===== src/rtl/mips_pkg.sv =====
// ---------------------------------------------------------------------------
// mips_pkg
//   Shared definitions for the MIPS ALU and its two-requester arbiter.
//   - ALU_* : 4-bit ALU control codes understood by mips_alu
//   - state_t : arbiter FSM state encoding (2 bits)
//   - alu_op_t : one captured ALU operation (requester id, ctrl, operands)
// ---------------------------------------------------------------------------
package mips_pkg;

   localparam logic [3:0] ALU_AND = 4'd0;
   localparam logic [3:0] ALU_OR  = 4'd1;
   localparam logic [3:0] ALU_ADD = 4'd2;
   localparam logic [3:0] ALU_SUB = 4'd6;
   localparam logic [3:0] ALU_SLT = 4'd7;
   localparam logic [3:0] ALU_NOR = 4'd12;

   typedef enum logic [1:0] {
      ST_IDLE = 2'd0,
      ST_EXEC = 2'd1,
      ST_RESP = 2'd2
   } state_t;

   typedef struct packed {
      logic        id;
      logic [3:0]  ctrl;
      logic [31:0] a;
      logic [31:0] b;
   } alu_op_t;

endpackage


===== src/rtl/mips_alu.sv =====
// ---------------------------------------------------------------------------
// mips_alu
//   Purely combinational 32-bit MIPS ALU.
//   Ports:
//     ctrl   in  4   operation code (mips_pkg::ALU_*)
//     a      in  32  operand in1
//     b      in  32  operand in2
//     result out 32  operation result (0 for unsupported codes)
//     zero   out 1   result == 0
//     cout   out 1   carry out of the 33-bit ADD; 0 for every other code
// ---------------------------------------------------------------------------
module mips_alu
   import mips_pkg::*;
(
   input  logic [3:0]  ctrl,
   input  logic [31:0] a,
   input  logic [31:0] b,
   output logic [31:0] result,
   output logic        zero,
   output logic        cout
);

   logic [32:0] sum;

   assign sum = {1'b0, a} + {1'b0, b};

   always_comb begin
      // NOTE: every output of a combinational block gets a default first, so
      // no path through the case can leave it unassigned and infer a latch.
      result = '0;
      cout   = 1'b0;
      case (ctrl)
         ALU_AND: result = a & b;
         ALU_OR:  result = a | b;
         ALU_ADD: begin
            result = sum[31:0];
            cout   = sum[32];
         end
         ALU_SUB: result = a - b;
         ALU_SLT: result = (a < b) ? 32'd1 : 32'd0;
         ALU_NOR: result = ~(a | b);
         default: result = '0;
      endcase
   end

   assign zero = (result == 32'd0);

endmodule


===== src/rtl/mips_alu_arbiter.sv =====
// ---------------------------------------------------------------------------
// mips_alu_arbiter
//   Shares one mips_alu between requester 0 (EX stage) and requester 1
//   (branch/address helper). An accepted operation is captured into operand
//   registers, evaluated during EXEC and held in registered rsp_* outputs
//   until the consumer takes it. Handshake in cycle 0, rsp_valid in cycle 2.
//   Parameter:
//     FIXED_PRI  0 = round-robin on a tie, 1 = requester 0 always wins a tie
//   Ports:
//     clk, rst_n                  clock, asynchronous active-low reset
//     req0_valid/ready/ctrl/a/b   requester 0 request (ready is combinational)
//     req1_valid/ready/ctrl/a/b   requester 1 request (ready is combinational)
//     rsp_valid/rsp_ready         response handshake
//     rsp_id                      requester that issued the response
//     rsp_data/zero/cout          ALU result, result==0, ADD carry out
//     rsp_illegal                 captured ctrl was not a supported code
// ---------------------------------------------------------------------------
module mips_alu_arbiter
   import mips_pkg::*;
#(
   parameter bit FIXED_PRI = 1'b0
)
(
   input  logic        clk,
   input  logic        rst_n,
   input  logic        req0_valid,
   output logic        req0_ready,
   input  logic [3:0]  req0_ctrl,
   input  logic [31:0] req0_a,
   input  logic [31:0] req0_b,
   input  logic        req1_valid,
   output logic        req1_ready,
   input  logic [3:0]  req1_ctrl,
   input  logic [31:0] req1_a,
   input  logic [31:0] req1_b,
   output logic        rsp_valid,
   input  logic        rsp_ready,
   output logic        rsp_id,
   output logic [31:0] rsp_data,
   output logic        rsp_zero,
   output logic        rsp_cout,
   output logic        rsp_illegal
);

   state_t      state_q, state_d;
   logic        last_grant_q;
   alu_op_t     op_q;

   logic        grant0, grant1;
   logic        can_accept;
   logic        handshake;
   logic        load_rsp, drop_rsp;

   logic [31:0] alu_result;
   logic        alu_zero, alu_cout;
   logic        op_illegal;

   // ---------------- arbitration ----------------
   // On a tie the round-robin pointer favours the requester that did not
   // win last; last_grant resets to 1 so requester 0 wins the first tie.
   always_comb begin
      grant0 = 1'b0;
      grant1 = 1'b0;
      if (req0_valid && req1_valid) begin
         if (FIXED_PRI || last_grant_q) grant0 = 1'b1;
         else                           grant1 = 1'b1;
      end else begin
         grant0 = req0_valid;
         grant1 = req1_valid;
      end
   end

   // A held response frees the slot in the same cycle it is consumed, which
   // lets a new operation start while the previous one is being taken.
   assign can_accept = (state_q == ST_IDLE) || ((state_q == ST_RESP) && rsp_ready);
   assign req0_ready = can_accept && grant0;
   assign req1_ready = can_accept && grant1;
   assign handshake  = (req0_valid && req0_ready) || (req1_valid && req1_ready);

   // ---------------- FSM ----------------
   always_ff @(posedge clk or negedge rst_n) begin
      // NOTE: state registers use non-blocking assignments so every flop
      // samples pre-edge values regardless of block evaluation order.
      if (!rst_n) begin
         state_q      <= ST_IDLE;
         last_grant_q <= 1'b1;
      end else begin
         state_q <= state_d;
         if (handshake) last_grant_q <= grant1;
      end
   end

   always_comb begin
      state_d  = state_q;
      load_rsp = 1'b0;
      drop_rsp = 1'b0;
      case (state_q)
         ST_IDLE: if (handshake) state_d = ST_EXEC;
         ST_EXEC: begin
            load_rsp = 1'b1;
            state_d  = ST_RESP;
         end
         ST_RESP: begin
            if (rsp_ready) begin
               drop_rsp = 1'b1;
               state_d  = handshake ? ST_EXEC : ST_IDLE;
            end
         end
         default: state_d = ST_IDLE;
      endcase
   end

   // ---------------- operand capture ----------------
   // NOTE: operand registers are pure datapath and carry no reset; a reset
   // returns the FSM to IDLE, so whatever they hold is never consumed.
   always_ff @(posedge clk) begin
      if (handshake) begin
         op_q.id   <= grant1;
         op_q.ctrl <= grant1 ? req1_ctrl : req0_ctrl;
         op_q.a    <= grant1 ? req1_a    : req0_a;
         op_q.b    <= grant1 ? req1_b    : req0_b;
      end
   end

   mips_alu u_alu (
      .ctrl   (op_q.ctrl),
      .a      (op_q.a),
      .b      (op_q.b),
      .result (alu_result),
      .zero   (alu_zero),
      .cout   (alu_cout)
   );

   always_comb begin
      case (op_q.ctrl)
         ALU_AND, ALU_OR, ALU_ADD, ALU_SUB, ALU_SLT, ALU_NOR: op_illegal = 1'b0;
         default:                                             op_illegal = 1'b1;
      endcase
   end

   // ---------------- response registers ----------------
   // rsp_* only change when a new result is loaded; dropping rsp_valid after
   // consumption leaves the payload as it was.
   always_ff @(posedge clk or negedge rst_n) begin
      if (!rst_n) begin
         rsp_valid   <= 1'b0;
         rsp_id      <= 1'b0;
         rsp_data    <= '0;
         rsp_zero    <= 1'b0;
         rsp_cout    <= 1'b0;
         rsp_illegal <= 1'b0;
      end else if (load_rsp) begin
         rsp_valid   <= 1'b1;
         rsp_id      <= op_q.id;
         rsp_data    <= alu_result;
         rsp_zero    <= alu_zero;
         rsp_cout    <= alu_cout;
         rsp_illegal <= op_illegal;
      end else if (drop_rsp) begin
         rsp_valid   <= 1'b0;
      end
   end

endmodule

===== config.mk =====
export PLATFORM = sky130hd
export DESIGN_NAME = mips_alu_arbiter
export DESIGN_NICKNAME = d
export VERILOG_FILES = /design/src/rtl/mips_pkg.sv /design/src/rtl/mips_alu.sv /design/src/rtl/mips_alu_arbiter.sv
export SDC_FILE = /design/constraint.sdc
export NUM_CORES = 1
export LEC_CHECK = 0
export BUFFER_PORTS_ARGS = -buffer_cell sky130_fd_sc_hd__buf_4
export CAP_MARGIN = 20
export CORE_MARGIN = 3
export CORE_UTILIZATION = 32
export CTS_BUF_LIST = sky130_fd_sc_hd__clkbuf_8
export DETAILED_ROUTE_END_ITERATION = 6
export GPL_TIMING_DRIVEN = 0
export SYNTH_ARGS = -nofsm -noshare
export SYNTH_HDL_FRONTEND = slang
export SYNTH_HIERARCHICAL = 1
export SYNTH_SLANG_ARGS = --single-unit

===== constraint.sdc =====
create_clock -name clk -period 9.56 [get_ports clk]
set_input_delay 0 -clock clk [delete_from_list [all_inputs] [get_ports clk]]
set_output_delay 0 -clock clk [all_outputs]
set_load 0.03 [all_outputs]

After elaboration in Yosys (flattened, before gate mapping)
Cells that the tools add are included.
{"block": "classes", "n_addsub": 2, "n_lt_le_gt_ge": 1, "eq_ne": 9, "n_mux": 20, "bitwise_logic": 3, "reduce_logical": 14}
{"cell": "one-hot mux 32 bit (6 select lines)", "n": 1}
{"cell": "2-to-1 mux 32 bit", "n": 2}
{"cell": "adder 32 x 32 -> 33 bit", "n": 1}
{"cell": "AND 32 bit", "n": 1}
{"cell": "zero test 32 bit", "n": 1}
{"cell": "< comparator 32 bit", "n": 1}
{"cell": "inverter 32 bit", "n": 1}
{"cell": "bitwise OR 32 bit", "n": 1}
{"cell": "subtractor 32 bit", "n": 1}
{"cell": "2-to-1 mux 1 bit", "n": 13}
{"cell": "equality test 4 x 3 -> 1 bit (second input constant)", "n": 2}
{"cell": "logical AND 1 bit", "n": 6}
{"cell": "one-hot mux 2 bit (3 select lines)", "n": 1}
{"cell": "OR reduction 6 bit", "n": 1}
{"cell": "equality test 4 x 1 -> 1 bit (second input constant)", "n": 1}
{"cell": "equality test 4 x 2 -> 1 bit (second input constant)", "n": 1}
{"cell": "equality test 4 bit (second input constant)", "n": 1}
{"cell": "zero test 4 bit", "n": 1}
{"cell": "2-to-1 mux 2 bit", "n": 2}
{"cell": "2-to-1 mux 4 bit", "n": 1}
{"cell": "inequality test 2 bit (second input constant)", "n": 2}
{"cell": "equality test 2 x 1 -> 1 bit (second input constant)", "n": 1}
{"cell": "equality test 2 bit (second input constant)", "n": 1}
{"cell": "zero test 2 bit", "n": 1}
{"cell": "other kinds (3)", "n": 4}
{"block": "totals", "ff_bits": 109, "inputBits": 141, "output_inout_bits": 39, "word_cells": 61}

Longest topological paths before layout
Gate-level depths: netlist of run 1.
{"block": "logic_depth", "depth_word": 9, "depth_mapped": 17, "depth_no_buf": 16}

Hierarchy
The synthesis of run 1 kept the hierarchy.
{"module": "mips_alu", "n_inst": 1, "cells_per_inst": 834, "area_each_um2": 5743.0, "seq_area_each_um2": 0.0}
{"module": "mips_alu_arbiter", "n_inst": 1, "cells_per_inst": 322, "area_each_um2": 4501.8, "seq_area_each_um2": 3074.2}

Worst setup path after synthesis of run 1
No wires, ideal clock.
{"block": "synth_path", "path_kind": "flip-flop to flip-flop", "startpoint": "register op_q[0] (netlist name)", "endpoint": "register rsp_zero", "setup_ps": 66, "arrival_ps": 3791, "required_time_ps": 9494, "setup_slack_ps": 5704, "path_stages_with_launch": 17, "path_buffers": 0, "period_less_slack_ps": 3856, "cell_sequence": "edfxtp_1 ha_1 inv_1 fa_1 and2b_1 o211ai_1 a211oi_4 o31ai_2 a211o_2 a211oi_1 o32ai_1 or4_1 or4_1 nor4_1 and4bb_1 nand2_1 nand2_1"}
{"block": "synth_between", "word_cells_on_any_way": 9, "classes_between": "add/sub (2); order compare (1); mux (2); bitwise (3); reduce/logical (1)"}
{"item": "subtractor 32 bit or adder 32 x 32 -> 33 bit (tied branches)", "line_no": "mips_alu.sv:39, mips_alu.sv:25"}
{"item": "one-hot mux 32 bit (6 select lines) *", "line_no": "mips_alu.sv:32", "rtl": "case (ctrl)"}
{"item": "net alu_result[26]", "line_no": "mips_alu_arbiter.sv:54", "rtl": "logic [31:0] alu_result;"}
{"item": "zero test 32 bit *", "line_no": "mips_alu.sv:46", "rtl": "assign zero = (result == 32'd0);"}
{"item": "net alu_zero", "line_no": "mips_alu_arbiter.sv:55", "rtl": "logic alu_zero, alu_cout;"}
{"item": "end signal: assignment", "line_no": "mips_alu_arbiter.sv:156", "rtl": "rsp_zero <= alu_zero;"}
{"item": "end: declaration", "line_no": "mips_alu_arbiter.sv:40", "rtl": "output logic rsp_zero,"}
Mark *: on every way through the listed nets, which the timed path passes. The rest lies on a longest branch.
A chain may end at the register's enable or synchronous reset.

Final worst setup path of run 1
{"block": "layout_path", "startpoint": "register op_q[64] (netlist name)", "endpoint": "register rsp_zero"}
{"block": "layout_between", "elab_chain_len": 3, "word_cells_on_any_way": 8, "classes_between": "eq/ne (5); mux (1); reduce/logical (2)"}
{"item": "equality test 4 bit, or another cell as far along", "line_no": "mips_alu.sv:32"}
{"item": "one-hot mux 32 bit (6 select lines) *", "line_no": "mips_alu.sv:32"}
{"item": "net alu_result[16]", "line_no": "mips_alu_arbiter.sv:54"}
{"item": "zero test 32 bit *", "line_no": "mips_alu.sv:46"}
{"item": "net alu_zero", "line_no": "mips_alu_arbiter.sv:55"}
Marks and branches as above.

==> results of run 1 <==
where the power goes:
group	switching (mW)	internal (mW)	total (mW)
Combinational	1.41	0.853	2.26
Sequential	0.118	0.684	0.802
Clock	0.176	0.123	0.298
synthesized netlist by cell type, types with 5 or more instances:
library cell | number | area, um2
nand2_1 | 148 | 556
ha_1 | 100 | 1250
inv_1 | 94 | 353
nor2_1 | 93 | 349
edfxtp_1 | 69 | 2070
a21oi_1 | 67 | 335
mux2_2 | 62 | 698
o21ai_0 | 44 | 220
dfrtp_1 | 39 | 976
a221oi_1 | 33 | 289
clkbuf_1 | 23 | 86.3
nor3_1 | 21 | 105
o31ai_1 | 21 | 158
nand3_1 | 19 | 95.1
buf_2 | 16 | 80.1
a211oi_1 | 15 | 113
a31oi_1 | 13 | 81.3
nor2b_1 | 13 | 81.3
o211ai_1 | 13 | 97.6
a21o_1 | 12 | 90.1
nor4_1 | 12 | 75.1
nand2b_1 | 11 | 68.8
o21bai_1 | 10 | 75.1
o311ai_0 | 10 | 87.6
and2_1 | 9 | 56.3
o21a_1 | 9 | 67.6
buf_6 | 8 | 90.1
a221o_1 | 7 | 70.1
buf_4 | 7 | 52.6
nand4_1 | 7 | 43.8
nor3b_1 | 7 | 52.6
clkbuf_8 | 6 | 82.6
mux2_1 | 6 | 67.6
xnor2_1 | 6 | 52.6
nor4b_1 | 5 | 43.8
or4_1 | 5 | 37.5
per-stage QoR:
step / std cells / power, mW / util
6_report: 1889 / 3.36 / 0.442
5_1_grt: 1889 / 3.60 / 0.442
4_1_cts: 1889 / 3.33 / 0.442
3_5_place_dp: 1732 / 2.94 / 0.390
3_3_place_gp: 1731 / 2.92 / 0.389
2_1_floorplan: 1156 / 2.24 / -
flip-flops by register name, indices dropped and copies added (netlist names):
register	count
rsp_valid	1
op_q	69
rsp_id	1
rsp_data	32
state_q	2
rsp_zero	1
last_grant_q	1
rsp_cout	1
rsp_illegal	1
layout make-up:
class                           count  area, um2
Buffer                             64        407
Sequential cell                   109       3070
Multi-Input combinational cell    888       6420
Inverter                           95        357
Clock buffer                        9        124
Fill cell                        3113      17300
Clock inverter                      7       71.3
Tap cell                          396        495
Timing Repair Buffer              321       2780
routing by layer:
layer	track usage	part of all wire	vias to the layer above
met5	0	0	-
met4	0.0537	0.018	0
met3	0.0240	0.072	41
met2	0.343	0.45	484
met1	0.322	0.46	4958
li1	-	-	4908
critical path, cell delays in order, from the launching register on:
cell	delay (ns)
edfxtp_1	0.65
or4b_1	0.26
buf_4	0.13
clkbuf_1	0.57
clkbuf_1	0.77
buf_1	0.76
nor2_1	0.07
a221oi_1	0.43
o21ai_0	0.36
nor4b_1	0.48
nand4b_1	0.17
nor4_1	0.37
and4bb_1	0.25
nand2_1	0.05
nand2_1	0.05
how the worst max path moves through the flow:
stage / start / endpoint / slack [ns] / cells after the start
2_1_floorplan: op_q[0] / rsp_zero / 5.70 / 16
3_3_place_gp: op_q[64] / rsp_zero / 4.44 / 14
3_5_place_dp: op_q[67] / rsp_zero / 4.42 / 14
4_1_cts: op_q[67] / rsp_zero / 4.37 / 14
5_1_grt: op_q[64] / rsp_zero / 4.08 / 14
6_report: op_q[64] / rsp_zero / 4.10 / 14
cells in the final DEF (no fill, tap or decap), types with 12 or more instances in the layout:
| cell type | n |
|---|---|
| buf_4 | 186 |
| nand2_1 | 148 |
| dlygate4sd3_1 | 141 |
| ha_1 | 100 |
| inv_1 | 95 |
| nor2_1 | 93 |
| edfxtp_1 | 69 |
| a21oi_1 | 67 |
| mux2_2 | 62 |
| o21ai_0 | 44 |
| dfrtp_1 | 39 |
| a221oi_1 | 33 |
| clkbuf_1 | 23 |
| nor3_1 | 21 |
| o31ai_1 | 21 |
| nand3_1 | 19 |
| buf_2 | 16 |
| clkbuf_8 | 15 |
| a211oi_1 | 15 |
| nor2b_1 | 13 |
| a31oi_1 | 13 |
| o211ai_1 | 13 |
| nor4_1 | 12 |
| a21o_1 | 12 |
cell families after synthesis:
kind of cell	share of synthesized area
fa+ha+maj	0.126
mux	0.0767
simple gates	0.183
xor+xnor	0.00598
compound gates	0.234
flops	0.300
buf+inv	0.0745
==> impl_metrics.xml, run 1 <==
<?xml version="1.0" encoding="UTF-8"?>
<metrics>
  <group name="timing">
    <metric name="timing.final.setup_violations" unit="">0</metric>
    <metric name="final_max_slew_viol_count" unit="">0</metric>
    <metric name="final-hold-violation-count" unit="">0</metric>
    <metric name="timing.slew.headroom" unit="">0.282</metric>
    <metric name="max_slew.worst_pin.slew" unit="ns">1.08</metric>
    <metric name="setup_total_negative_slack" unit="ns">0</metric>
    <metric name="rsz0062_at_grt" unit="">false</metric>
    <metric name="shortest_clock_period_the_worst_path_allows_after_layout" unit="ns">5.46</metric>
    <metric name="holdWs" unit="ns">0.100</metric>
    <metric name="clock-skew-final" unit="ns">0.0179</metric>
    <metric name="period_share" unit="">0.571</metric>
    <metric name="timing.fmax" unit="MHz">183</metric>
    <metric name="final.setup.worst_slack" unit="ns">4.10</metric>
  </group>
  <group name="routing">
    <metric name="detail_route.iter0.violations" unit="">910</metric>
    <metric name="detail_route.wl_per_cell" unit="um">20.1</metric>
    <metric name="drt_pass1_iterations" unit="">7</metric>
    <metric name="drcViolationCount" unit="">1</metric>
    <metric name="post_drt_via_cell_ratio" unit="">5.50</metric>
    <metric name="antenna_left" unit="">0</metric>
    <metric name="total_via_count_in_the_routed_design" unit="">10391</metric>
    <metric name="drt_wl_total" unit="um">38000</metric>
  </group>
  <group name="clocking">
    <metric name="post_cts.resized_instances" unit="">0</metric>
    <metric name="worstSkewPairLatency" unit="ns">0.41</metric>
    <metric name="worst_setup_hold_path_clk_slew" unit="ns">0.12</metric>
    <metric name="tritoncts_clock_tree" unit="">done</metric>
    <metric name="cts.path.max_buffers" unit="">2</metric>
    <metric name="cts.sink_count" unit="">109</metric>
    <metric name="cts.htree.levels" unit="">3</metric>
    <metric name="cts_setup_buffers" unit="">0</metric>
    <metric name="cts-root-buf" unit="">clkbuf_8</metric>
    <metric name="cts_buffers" unit="">9</metric>
    <metric name="cts.hold.buffers_added" unit="">141</metric>
  </group>
  <group name="yosys">
    <metric name="yosysUniqueCellTypes" unit="">111</metric>
    <metric name="postSynthNetCount" unit="">1399</metric>
    <metric name="synth_warnings" unit="">6</metric>
    <metric name="yosys_most_used_dff" unit="">edfxtp_1</metric>
    <metric name="post_synth_inst_count" unit="">1156</metric>
    <metric name="synth_enable_flop_cells" unit="">69</metric>
    <metric name="synth.avg_cell_area" unit="um2">8.86</metric>
    <metric name="synth_seq_cells" unit="">109</metric>
    <metric name="ys_seq_area_frac" unit="">0.300</metric>
    <metric name="synthArstFlopShare" unit="">0.367</metric>
    <metric name="post_synth_instance_area" unit="um2">10200</metric>
  </group>
  <group name="placed_design">
    <metric name="detailedPlace.worstSlack" unit="ns">4.42</metric>
    <metric name="place.port_buffers" unit="">179</metric>
    <metric name="placement.cell_area" unit="um2">12100</metric>
    <metric name="routabilityCongestion" unit="">0.970</metric>
    <metric name="post-dp-hpwl" unit="um">28900</metric>
  </group>
  <group name="global_routing">
    <metric name="grt_pass1_wl" unit="um">57600</metric>
    <metric name="grt_max_degree" unit="">41</metric>
    <metric name="first_global_vias" unit="">9876</metric>
    <metric name="grt-ovfl-total" unit="">0</metric>
    <metric name="globalRouteTotalUtil" unit="">0.219</metric>
    <metric name="initial_antenna_violation_count" unit="">0</metric>
  </group>
  <group name="run_status">
    <metric name="run_status" unit="">complete, but fails checks</metric>
    <metric name="violations" unit="">DRC</metric>
  </group>
  <group name="setup_path">
    <metric name="cp-end-kind" unit="">flop</metric>
    <metric name="critPathKind" unit="">flop to flop</metric>
    <metric name="critical_path.startpoint_type" unit="">flop</metric>
    <metric name="timing.critical_path.fanout_max" unit="">10</metric>
    <metric name="setup.reg_to_reg.worst_slack" unit="ns">4.10</metric>
    <metric name="r2r_end" unit="">rsp_zero</metric>
    <metric name="r2r_cells" unit="">14</metric>
    <metric name="worstReg2RegStart" unit="">op_q[64]</metric>
    <metric name="timing.critical_path.required" unit="ns">9.90</metric>
    <metric name="worst_ep_arrival_time" unit="ns">5.80</metric>
  </group>
  <group name="floorplanning">
    <metric name="die_area" unit="um2">34200</metric>
    <metric name="die_height" unit="um">185</metric>
    <metric name="pin_count" unit="">180</metric>
    <metric name="placement_rows" unit="">64</metric>
    <metric name="core_region_area" unit="um2">31100</metric>
    <metric name="floorplan.die.width" unit="um">185</metric>
    <metric name="effective_utilization_at_floorplan" unit="">0.330</metric>
  </group>
  <group name="worst_hold_path">
    <metric name="timing.hold.worst.class" unit="">input port to async pin</metric>
  </group>
  <group name="power_and_ir_drop">
    <metric name="vdd_drop_max" unit="V">0.0000928</metric>
    <metric name="power.static_leakage" unit="nW">6.08</metric>
    <metric name="power-per-cell-area" unit="nW/um2">245</metric>
  </group>
  <group name="finish">
    <metric name="area.growth.synth_to_final" unit="%">34.0</metric>
    <metric name="final_nets" unit="">1731</metric>
    <metric name="final_layout_size_suffix_gt1_frac" unit="">0.225</metric>
    <metric name="diodes" unit="">0</metric>
    <metric name="design_area" unit="um2">13700</metric>
  </group>
  <group name="flow_run">
    <metric name="maxCapViolCount" unit="">0</metric>
  </group>
</metrics>
(Power assumes the default switching activity.)
==> run 2, diff against run 1 <==
Clock period 9.56 ns to 4.7 ns, I/O delays scaled along.
==> impl_metrics.xml, run 2 (synthesis results as in run 1) <==
<?xml version="1.0" encoding="UTF-8"?>
<metrics>
  <group name="run_status">
    <metric name="run_status" unit="">completed</metric>
  </group>
  <group name="placed_design">
    <metric name="number_of_instances_in_the_placed_design" unit="">1732</metric>
    <metric name="place.port_buffers" unit="">179</metric>
    <metric name="placement.cell_area" unit="um2">12100</metric>
    <metric name="routabilityCongestion" unit="">0.970</metric>
    <metric name="post-dp-hpwl" unit="um">28900</metric>
    <metric name="detailedPlace.worstSlack" unit="ns">-0.444</metric>
  </group>
  <group name="clocking">
    <metric name="cts.htree.levels" unit="">3</metric>
    <metric name="cts.sink_count" unit="">109</metric>
    <metric name="worst_setup_hold_path_clk_slew" unit="ns">0.12</metric>
    <metric name="worstSkewPairLatency" unit="ns">0.40</metric>
    <metric name="tritoncts_clock_tree" unit="">done</metric>
    <metric name="cts.path.max_buffers" unit="">2</metric>
    <metric name="cts_buffers" unit="">9</metric>
    <metric name="cts-root-buf" unit="">clkbuf_8</metric>
  </group>
  <group name="finish">
    <metric name="largest_register_ff_count" unit="">69</metric>
    <metric name="multiInputGateArea" unit="um2">6470</metric>
    <metric name="final_nets" unit="">1736</metric>
    <metric name="post_layout_nonfiller_instances" unit="">1894</metric>
    <metric name="n_fill_cell" unit="">3108</metric>
    <metric name="final_layout_size_suffix_gt1_frac" unit="">0.236</metric>
    <metric name="area.growth.synth_to_final" unit="%">34.9</metric>
    <metric name="reg_top3" unit="">op_q x69, rsp_data x32, state_q x2</metric>
    <metric name="largest_register_by_flop_count" unit="">op_q</metric>
    <metric name="leading_cell_types_in_the_layout_fill_and_taps_excluded" unit="">buf_4, nand2_1, dlygate4sd3_1</metric>
    <metric name="regArea" unit="um2">3070</metric>
    <metric name="layout.core_utilization" unit="">0.445</metric>
    <metric name="layout.cells.most_common" unit="">buf_4</metric>
    <metric name="diodes" unit="">0</metric>
    <metric name="design_area" unit="um2">13800</metric>
  </group>
  <group name="setup_path">
    <metric name="critPathKind" unit="">flop to flop</metric>
    <metric name="crit_family" unit="">simple AND/OR/NAND/NOR gates</metric>
    <metric name="timing.critical_path.fanout_max" unit="">4</metric>
    <metric name="critical-path-max-stage-delay" unit="ns">0.53</metric>
    <metric name="worst_ep_arrival_time" unit="ns">4.90</metric>
    <metric name="cp-end-kind" unit="">flop</metric>
    <metric name="crit_chain" unit="">ha_4, inv_1, fa_1, and2b_1, o211ai_1, buf_4, a211oi_4, o31ai_2, a211o_2, a211oi_1, o32ai_1, or4_1, or4_1, nor4_2, and4bb_1, nand2_1, nand2_1</metric>
    <metric name="slowest_stage" unit="">or4_1</metric>
    <metric name="timing.critical_path.required" unit="ns">5.04</metric>
    <metric name="critical_path.startpoint_type" unit="">flop</metric>
    <metric name="cp.buffers_inverters" unit="">2</metric>
  </group>
  <group name="power_and_ir_drop">
    <metric name="report.power.total" unit="mW">6.88</metric>
    <metric name="netSwitchingPower" unit="mW">3.48</metric>
    <metric name="power.static_leakage" unit="nW">6.13</metric>
    <metric name="vdd_drop_max" unit="V">0.000189</metric>
    <metric name="clock_power_share" unit="">0.088</metric>
    <metric name="p_sw_frac" unit="">0.506</metric>
    <metric name="power-per-cell-area" unit="nW/um2">498</metric>
    <metric name="p_comb_frac" unit="">0.674</metric>
    <metric name="power.internal" unit="mW">3.40</metric>
    <metric name="power.share.sequential" unit="">0.238</metric>
  </group>
  <group name="timing">
    <metric name="timing.fmax" unit="MHz">219</metric>
    <metric name="max_slew.worst_pin.slew" unit="ns">1.05</metric>
    <metric name="final.setup.worst_slack" unit="ns">0.143</metric>
    <metric name="final_max_slew_viol_count" unit="">0</metric>
    <metric name="timing.final.setup_violations" unit="">0</metric>
    <metric name="holdWs" unit="ns">0.105</metric>
    <metric name="final-hold-violation-count" unit="">0</metric>
    <metric name="period_share" unit="">0.969</metric>
    <metric name="clock-skew-final" unit="ns">0.0176</metric>
    <metric name="shortest_clock_period_the_worst_path_allows_after_layout" unit="ns">4.56</metric>
    <metric name="setup_total_negative_slack" unit="ns">0</metric>
    <metric name="timing.slew.headroom" unit="">0.297</metric>
  </group>
  <group name="routing">
    <metric name="detail_route.wl_per_cell" unit="um">20.1</metric>
    <metric name="drt_pass1_iterations" unit="">5</metric>
    <metric name="drt_wl_total" unit="um">38100</metric>
    <metric name="post_drt_via_cell_ratio" unit="">5.47</metric>
    <metric name="antenna_left" unit="">0</metric>
    <metric name="detail_route.iter0.violations" unit="">912</metric>
    <metric name="drcViolationCount" unit="">0</metric>
    <metric name="total_via_count_in_the_routed_design" unit="">10356</metric>
  </group>
  <group name="global_routing">
    <metric name="initial_antenna_violation_count" unit="">0</metric>
    <metric name="grt_max_degree" unit="">41</metric>
    <metric name="grt_pass1_wl" unit="um">57600</metric>
    <metric name="globalRouteTotalUtil" unit="">0.219</metric>
    <metric name="grt-ovfl-total" unit="">0</metric>
    <metric name="first_global_vias" unit="">9861</metric>
  </group>
  <group name="floorplanning">
    <metric name="core_region_area" unit="um2">31100</metric>
    <metric name="floorplan.die.width" unit="um">185</metric>
    <metric name="pin_count" unit="">180</metric>
    <metric name="placement_rows" unit="">64</metric>
    <metric name="effective_utilization_at_floorplan" unit="">0.330</metric>
    <metric name="die_area" unit="um2">34200</metric>
    <metric name="die_height" unit="um">185</metric>
  </group>
  <group name="worst_hold_path">
    <metric name="timing.hold.worst.class" unit="">input port to async pin</metric>
  </group>
  <group name="flow_run">
    <metric name="maxCapViolCount" unit="">0</metric>
  </group>
</metrics>
run 2: changes by cell type in the layout (fill, tap and decap cells not counted), sizes merged:
| cell | change |
|---|---|
| buf | +4 |
| clkbuf | +1 |
run 2: final timing paths:
| check | from | end | slack (ns) | cells past startpoint |
|---|---|---|---|---|
| setup / recovery | op_q[0] | rsp_zero | 0.14 | 17 |
| hold / removal | rst_n | rsp_data[1] | 0.11 | 2 |
| setup reg to reg | op_q[0] | rsp_zero | 0.14 | 17 |
| hold reg to reg | op_q[68] | rsp_id | 0.46 | 2 |
| max in group asynchronous | rst_n | last_grant_q | 4.22 | 2 |
| min in group clk | req1_valid | state_q[0] | 0.40 | 3 |
run 2: metal layers:
layer	up-vias	track usage	wire, um	part of all wire
met5	-	0	0	0
met4	0	0.0492	629	0.017
met3	41	0.0249	2420	0.064
met2	430	0.345	17000	0.45
met1	4967	0.321	18000	0.47
li1	4918	-	-	-
run 2: area by class of cell:
cell class / instances / area share
Buffer: 63 / 0.0296
Clock buffer: 9 / 0.00896
Clock inverter: 7 / 0.00516
Inverter: 95 / 0.0258
Multi-Input combinational cell: 888 / 0.468
Sequential cell: 109 / 0.222
Tap cell: 396 / 0.0359
Timing Repair Buffer: 327 / 0.204
run 2: power groups by stage:
stage	clock network, mW	registers (mW)	logic (mW)
floorplan	0	1.84	2.72
global placement	0	1.66	4.29
detailed placement	0	1.66	4.33
CTS	0.629	1.64	4.52
global route	0.664	1.68	5.03
finish	0.607	1.64	4.64
run 2: timing repair:
action | in CTS | in global routing
setup buffers | 1 | 5
hold buffers | 141 | 0
endpoints found under the hold margin | 112 | 0
resized for setup | 5 | 8
setup endpoints to repair | 1 | 1
pin swaps | 1 | 2
run 2: worst reg2reg max path: stages, from the launching register on:
cell,delay [ns]
edfxtp_1,0.46
ha_4,0.21
inv_1,0.06
fa_1,0.41
and2b_1,0.21
o211ai_1,0.09
buf_4,0.17
a211oi_4,0.30
o31ai_2,0.15
a211o_2,0.37
a211oi_1,0.25
o32ai_1,0.19
or4_1,0.53
or4_1,0.46
nor4_2,0.31
and4bb_1,0.24
nand2_1,0.05
nand2_1,0.05
